==> src/rtl/seg_roll_decoder.sv <==
// Debounces a two-digit seven-segment die display and decodes stable patterns
// into a 1..20 roll, reporting each new stable pattern exactly once.
module seg_roll_decoder #(
    parameter int STABLE_CYCLES = 4
) (
    input  logic       clk,
    input  logic       reset,
    input  logic [6:0] seg1,
    input  logic [6:0] seg2,
    output logic [4:0] value,
    output logic       valid,
    output logic       err,
    output logic       crit,
    output logic       fumble,
    output logic [7:0] roll_count
);

    localparam logic [3:0] CNT_MAX = 4'(STABLE_CYCLES - 1);
    localparam logic [3:0] CNT_ARM = 4'(STABLE_CYCLES - 2);
    localparam logic [6:0] BLANK   = 7'h7F;

    typedef enum logic {
        SETTLE,
        HOLD
    } state_t;

    state_t     state, state_next;
    logic [6:0] seg1_p0, seg2_p0;
    logic [3:0] cnt_p0;
    logic       match;
    logic       report;
    logic       blank;
    logic [4:0] tens_dec, ones_dec;
    logic       legal;
    logic [4:0] roll;

    // Returns {digit_ok, digit[3:0]} for an active-low segment code.
    function automatic logic [4:0] decode_digit(input logic [6:0] code);
        logic [4:0] res;
        case (code)
            7'h40:   res = {1'b1, 4'd0};
            7'h79:   res = {1'b1, 4'd1};
            7'h24:   res = {1'b1, 4'd2};
            7'h30:   res = {1'b1, 4'd3};
            7'h19:   res = {1'b1, 4'd4};
            7'h12:   res = {1'b1, 4'd5};
            7'h02:   res = {1'b1, 4'd6};
            7'h78:   res = {1'b1, 4'd7};
            7'h00:   res = {1'b1, 4'd8};
            7'h18:   res = {1'b1, 4'd9};
            default: res = {1'b0, 4'd0};
        endcase
        return res;
    endfunction

    // Legality is judged on the digits themselves because 10*tens wraps at 5 bits.
    function automatic logic roll_legal(input logic [4:0] t, input logic [4:0] o);
        logic ok;
        ok = t[4] && o[4];
        case (t[3:0])
            4'd0:    ok = ok && (o[3:0] != 4'd0);
            4'd1:    ok = ok;
            4'd2:    ok = ok && (o[3:0] == 4'd0);
            default: ok = 1'b0;
        endcase
        return ok;
    endfunction

    assign match    = (seg1 == seg1_p0) && (seg2 == seg2_p0);
    assign blank    = (seg1 == BLANK) && (seg2 == BLANK);
    assign tens_dec = decode_digit(seg1);
    assign ones_dec = decode_digit(seg2);
    assign legal    = roll_legal(tens_dec, ones_dec);
    assign roll     = 5'(tens_dec[3:0]) * 5'd10 + 5'(ones_dec[3:0]);

    always_comb begin
        state_next = state;
        report     = 1'b0;
        case (state)
            SETTLE: begin
                if (match && (cnt_p0 >= CNT_ARM)) begin
                    state_next = HOLD;
                    report     = 1'b1;
                end
            end
            HOLD: begin
                if (!match) begin
                    state_next = SETTLE;
                end
            end
            default: state_next = SETTLE;
        endcase
    end

    // Sample stage: register the input pair and track how long it has held.
    always_ff @(posedge clk) begin
        if (reset) begin
            state   <= SETTLE;
            seg1_p0 <= BLANK;
            seg2_p0 <= BLANK;
            cnt_p0  <= 4'd0;
        end else begin
            state   <= state_next;
            seg1_p0 <= seg1;
            seg2_p0 <= seg2;
            if (!match) begin
                cnt_p0 <= 4'd0;
            end else if (cnt_p0 < CNT_MAX) begin
                cnt_p0 <= cnt_p0 + 4'd1;
            end
        end
    end

    // Report stage: pulses and the accepted roll.
    always_ff @(posedge clk) begin
        if (reset) begin
            value      <= 5'd1;
            valid      <= 1'b0;
            err        <= 1'b0;
            roll_count <= 8'd0;
        end else begin
            valid <= report && !blank && legal;
            err   <= report && !blank && !legal;
            if (report && !blank && legal) begin
                value      <= roll;
                roll_count <= roll_count + 8'd1;
            end
        end
    end

    assign crit   = (value == 5'd20);
    assign fumble = (value == 5'd1);

endmodule
==> config.mk <==
export PLATFORM = sky130hd
export DESIGN_NAME = seg_roll_decoder
export DESIGN_NICKNAME = d
export VERILOG_FILES = /design/src/rtl/seg_roll_decoder.sv
export SDC_FILE = /design/constraint.sdc
export NUM_CORES = 1
export LEC_CHECK = 0
export CAP_MARGIN = 20
export CORE_AREA = 2 2 72 74
export CTS_CLUSTER_DIAMETER = 100
export DETAILED_ROUTE_END_ITERATION = 10
export DIE_AREA = 0 0 74 76
export GPL_ROUTABILITY_DRIVEN = 1
export GPL_TIMING_DRIVEN = 0
export PLACE_DENSITY = 0.67
export SYNTH_ARGS = -nofsm -noshare
export SYNTH_HDL_FRONTEND = slang
export SYNTH_SLANG_ARGS = --single-unit
==> constraint.sdc <==
create_clock -name clk -period 3.5 [get_ports clk]
set_clock_uncertainty 0.2 [all_clocks]
set_input_delay 0.525 -clock clk [delete_from_list [all_inputs] [get_ports clk]]
set_output_delay 0.525 -clock clk [all_outputs]
set_load 0.01 [all_outputs]
## After elaboration in Yosys (flattened, before gate mapping)

Index checks and enable logic that the tools add are counted.

- Flip-flop bits (word level): 34
- Bits in latches: 0
- RAM bits: 0
- ROM bits: 0
- Bits of input ports: 16
- Output and inout bits: 17
- Word-level logic and storage cells: 66
- Memories kept: 0

- Add/subtract/negate cells: 3
- Multiply operators: 1
- Divide/modulo/power cells: 0
- Magnitude comparators: 2
- Equality and inequality tests: 26
- Shift-type cells: 0
- Mux-type cells: 7
- Bitwise operators: 2
- Reduce and logical (&&, ||, !) cells: 17

Operator list:

| operator | count |
|---|---|
| one-hot mux 5 bit (10 select lines) | 2 |
| == test 7 bit (second input constant) | 8 |
| == test 7 x 5 -> 1 bit (second input constant) | 6 |
| == test 7 x 6 -> 1 bit (second input constant) | 4 |
| == test 7 x 2 -> 1 bit (second input constant) | 2 |
| == test 7 bit | 2 |
| zero test 7 bit | 2 |
| logical AND 1 bit | 9 |
| adder 8 x 1 -> 8 bit (second input constant) | 1 |
| zero test 4 bit | 2 |
| adder 5 x 4 -> 5 bit | 1 |
| == test 5 x 1 -> 1 bit (second input constant) | 1 |
| == test 5 bit (second input constant) | 1 |
| adder 4 x 1 -> 4 bit (second input constant) | 1 |
| == test 4 x 1 -> 1 bit (second input constant) | 1 |
| == test 4 x 2 -> 1 bit (second input constant) | 1 |
| greater-or-equal comparator 4 x 2 -> 1 bit (second input constant) | 1 |
| < comparator 4 x 2 -> 1 bit (second input constant) | 1 |
| multiplier 4 x 3 -> 4 bit (second input constant) | 1 |
| nonzero test 4 bit | 1 |
| 2-to-1 mux 1 bit | 3 |
| one-hot mux 1 bit (3 select lines) | 1 |
| zero test 1 bit | 2 |
| inverter 1 bit | 2 |
| 2 further kinds | 2 |

## Logic depth before layout (Yosys ltp)

- Depth in word-level cells: 7
- Gate-level depth with buffers: 14
- Depth with buffers taken out: 13

## Worst setup path after synthesis

No wires, ideal clock.

- Path type: in2reg
- Start point: input seg2[3]
- End point: register value[3]
- Setup time: 0.071 ns
- Arrival time: 2.610 ns
- Required time: 3.229 ns
- Slack: 0.620 ns
- Cell stages on the path: 11
- Buffers on the path: 1
- Path through: buf_2 nor4b_1 a21oi_1 or4b_2 o31ai_1 ha_1 inv_1 fa_1 xnor2_1 nand2_1 a21oi_1

- Longest elaborated chain between the ends: 7
- Elaborated cells on any way between the ends: 28

Ends and longest elaborated chain:

| item | RTL line | text |
|---|---|---|
| from (decl) | 9 | `input logic [6:0] seg2,` |
| parallel branches: the longest is 7 deep, another holds adder 5 x 4 -> 5 bit | -- |  |
| to (signal assigned) | 125 | `value <= roll;` |
| to (decl) | 10 | `output logic [4:0] value,` |

Several ways; the timed one is not identified.
A chain may end at the register's enable or synchronous reset.

## Worst setup path after layout

Ends and elaborated chain as after synthesis.

==> impl_results.md <==
* Status: complete, no violations
* FF+latch area at approximately 700 um2
* Synth Flop Type: dfxtp_1
* GR Overflow Total at 0
* Final-report max-slew violation count at 0
* Hold_ws at ~280 ps
* Final Wtd Congestion at between 0.8 and 0.9
* Sequential share of power at slightly below 50%
* CTS Buffer Depth at 2
* YS warnings at 0
* Uppermost layer routed: met4
* Clock root buffer: clkbuf_8
* Min cycle time layout at between 3000 and 4000 ps
* Vias at 1,833
* Core Area at around 4900 um2
* Max cap viols at 0
* Met3 WL post-DR at roughly 170 um
* Layout area overhead at 21.7%
* Height of the die at about 76 um
* Clk pwr share at a little under two fifths
* Die Wd at approximately 74 um
* RSZ-0062 raised after global routing: no
* Hold Fails Final Rpt at 0
* Number of global-route vias before repair at approximately 1,700
* Net Sw Power at approximately 200 uW
* Initial antenna violation count at 0
* Switching share of power at between 20% and 30%
* WP data arrival at approximately 3400 ps
* P_leak at ~0.00096 uW
* Post-Synthesis Cells at 250
* CTS tree: done
* Cell with the most instances after synthesis: dfxtp_1
* IO Port Bufs at 26
* Die area at about 5600 um2
* HPWL Detailed at between 3000 and 4000 um
* Slew HR at 55.7%
* Largest net degree at the start of global routing at 11
* Area of the multi-input gates at ~1300 um2
* CP max FO at 10
* Fmax achieved at about 300 MHz
* Total wire length at between 4000 and 5000 um
* Met2 wire len at between 2000 and 2500 um
* Synth cell count leaders: dfxtp_1 (34), nand2_1 (21), nor2_1 (19)
* Register area share after synthesis at between 30% and 40%
* Seq cells post-synth at 34
* Final Setup Violations at 0
* Top cell type's share of synthesized area at 32.3%
* Post-DRT Antenna Nets at 0
* CP Capture Type: register
* Cell row count at 26
* Flop2flop setup slack at 960 ps
* Mapped Avg Cell Area at around 8.4 um2
* VDD IR max at about 0.00015 V
* GRT Overall Usage at between 10% and 20%
* Asr flop ratio synth at 0%
* Fillers at 479
* Pint at just over 600 uW
* CP Launch Type: primary input
* Clock sink total at 34
* CP required at roughly 3500 ps
* N_diodes at 0
* Mapped Area at around 2100 um2
* Period Utilization, post-route at a little over nine tenths
* Critical path type: in -> reg
* Wl on met1 at around 2200 um
* Drt wl/cell at ~13 um
* First-pass GRT wire length at 7740 um
* Num CTS Buffers at 5
* Hold Crit Class: in -> reg
* EDFF count, synth at 0
* Nets at 308
* Leading area contributor after synthesis: dfxtp_1
* Htree depth at 2
* Drt drc at 0
* Ports at 33
* Logic gate share of total power at 13.9%
* Worst skew pair latency at 290 ps
* Post-Layout Cell Count at between 300 and 400
* Distinct cells, synth at 53
* Worst slew pin tran at around 660 ps
* Drt first pass iters at 4
* Cell area after layout at ~2600 um2
* Syn_nets at 274
* Util after Layout at roughly 52%
* Power per cell area at 316 nW/um2
* Share of layout cells above drive strength 1 at 16.8%
* Cell Area, Placed at 2460 um2
* Largest cells by area after synthesis: dfxtp_1 (32%), xor2_1 (6.2%), a21oi_1 (4.3%), ha_1 (4.2%), xnor2_1 (4.2%)
* Placed Cells at 346
* DR iter-0 viols at just under 90
* Initial Util at 42.9%
* Vias/cell at 5.16
* CTS clk-pin slew, worst paths at 70 ps
state kept, by name (all words and copies together) (netlist names):
name	cells
state	1
cnt_p0	4
seg2_p0	7
value	5
err	1
valid	1
roll_count	8
seg1_p0	7
metrics by stage:
stage / setup TNS [ps] / power (uW) / setup WS, ps
2_1_floorplan: 0 / 487 / 620
3_3_place_gp: -47.8 / 517 / -47.8
3_5_place_dp: -245 / 519 / -130
4_1_cts: 0 / 816 / 171
5_1_grt: 0 / 847 / 0.905
6_report: 0 / 810 / 163
worst paths after layout:
kind | cells after the start | to | startpoint
hold reg to reg | 2 | value[3] | value[3]
setup reg to reg | 8 | roll_count[4] | seg2_p0[2]
hold / removal | 2 | seg2_p0[2] | seg2[2]
setup / recovery | 12 | value[3] | seg2[3]
critical path, cell delays in order:
cell and delay (ps):
clkdlybuf4s50_1 450, buf_2 210, nor4b_1 310, a21oi_1 60, or4b_2 600, o31ai_1 130
ha_2 260, inv_1 50, fa_1 380, xnor2_1 180, nand2_1 70, a21oi_1 130
placed cells by master (no fill, tap or decap), types with 3 or more instances in the layout:
master,instances
nor2_1,19
nand3_1,3
clkbuf_8,6
buf_4,4
or2_2,13
xor2_1,15
buf_6,4
inv_1,8
clkbuf_1,5
buf_2,5
nor4_1,5
nor2b_1,3
nor4_2,3
xnor2_1,10
and3b_1,3
or3_1,4
o21ai_0,7
ha_1,6
dfxtp_1,34
nand2_1,21
a21oi_1,18
and2_1,6
nand4_1,6
clkdlybuf4s50_1,26
nor3_1,10
final cells by class:
| type | instances | share of cell area [%] |
|---|---|---|
| Multi-Input combinational cell | 188 | 49.8 |
| Sequential cell | 34 | 26.5 |
| Timing Repair Buffer | 27 | 10.4 |
| Buffer | 19 | 4.97 |
| Tap cell | 70 | 3.41 |
| Clock buffer | 7 | 3.36 |
| Inverter | 9 | 1.32 |
| Clock inverter | 1 | 0.195 |
metal layers:
layer / global-route usage [%] / vias to the layer above
met5: 0 / -
met4: 6.00 / 0
met3: 4.89 / 6
met2: 26.2 / 34
met1: 24.1 / 850
li1: - / 943
power by group through the flow:
stage	clock network (uW)	registers (uW)	logic [uW]
after CTS	306	399	111
after detailed placement	0	408	111
after global placement	0	407	109
after floorplan	0	407	79.9
after global routing	324	399	124
final	298	399	112
kinds of logic (layout without fill, tap and decap cells):
| family | count (synthesis) | in the layout | share of synthesized area (%) |
|---|---|---|---|
| fa+ha+maj | 8 | 8 | 5.10 |
| compound gates | 46 | 46 | 14.7 |
| buf+inv | 28 | 63 | 7.24 |
| mux | 1 | 1 | 0.475 |
| flops | 34 | 34 | 32.3 |
| xor+xnor | 25 | 25 | 10.4 |
| simple gates | 108 | 108 | 29.8 |
what timing repair did:
action	4_1_cts	5_1_grt
setup buffers	0	1
resized for setup	0	7
hold buffers	0	0
endpoints found under the setup margin	0	1
(Power assumes the default switching activity.)
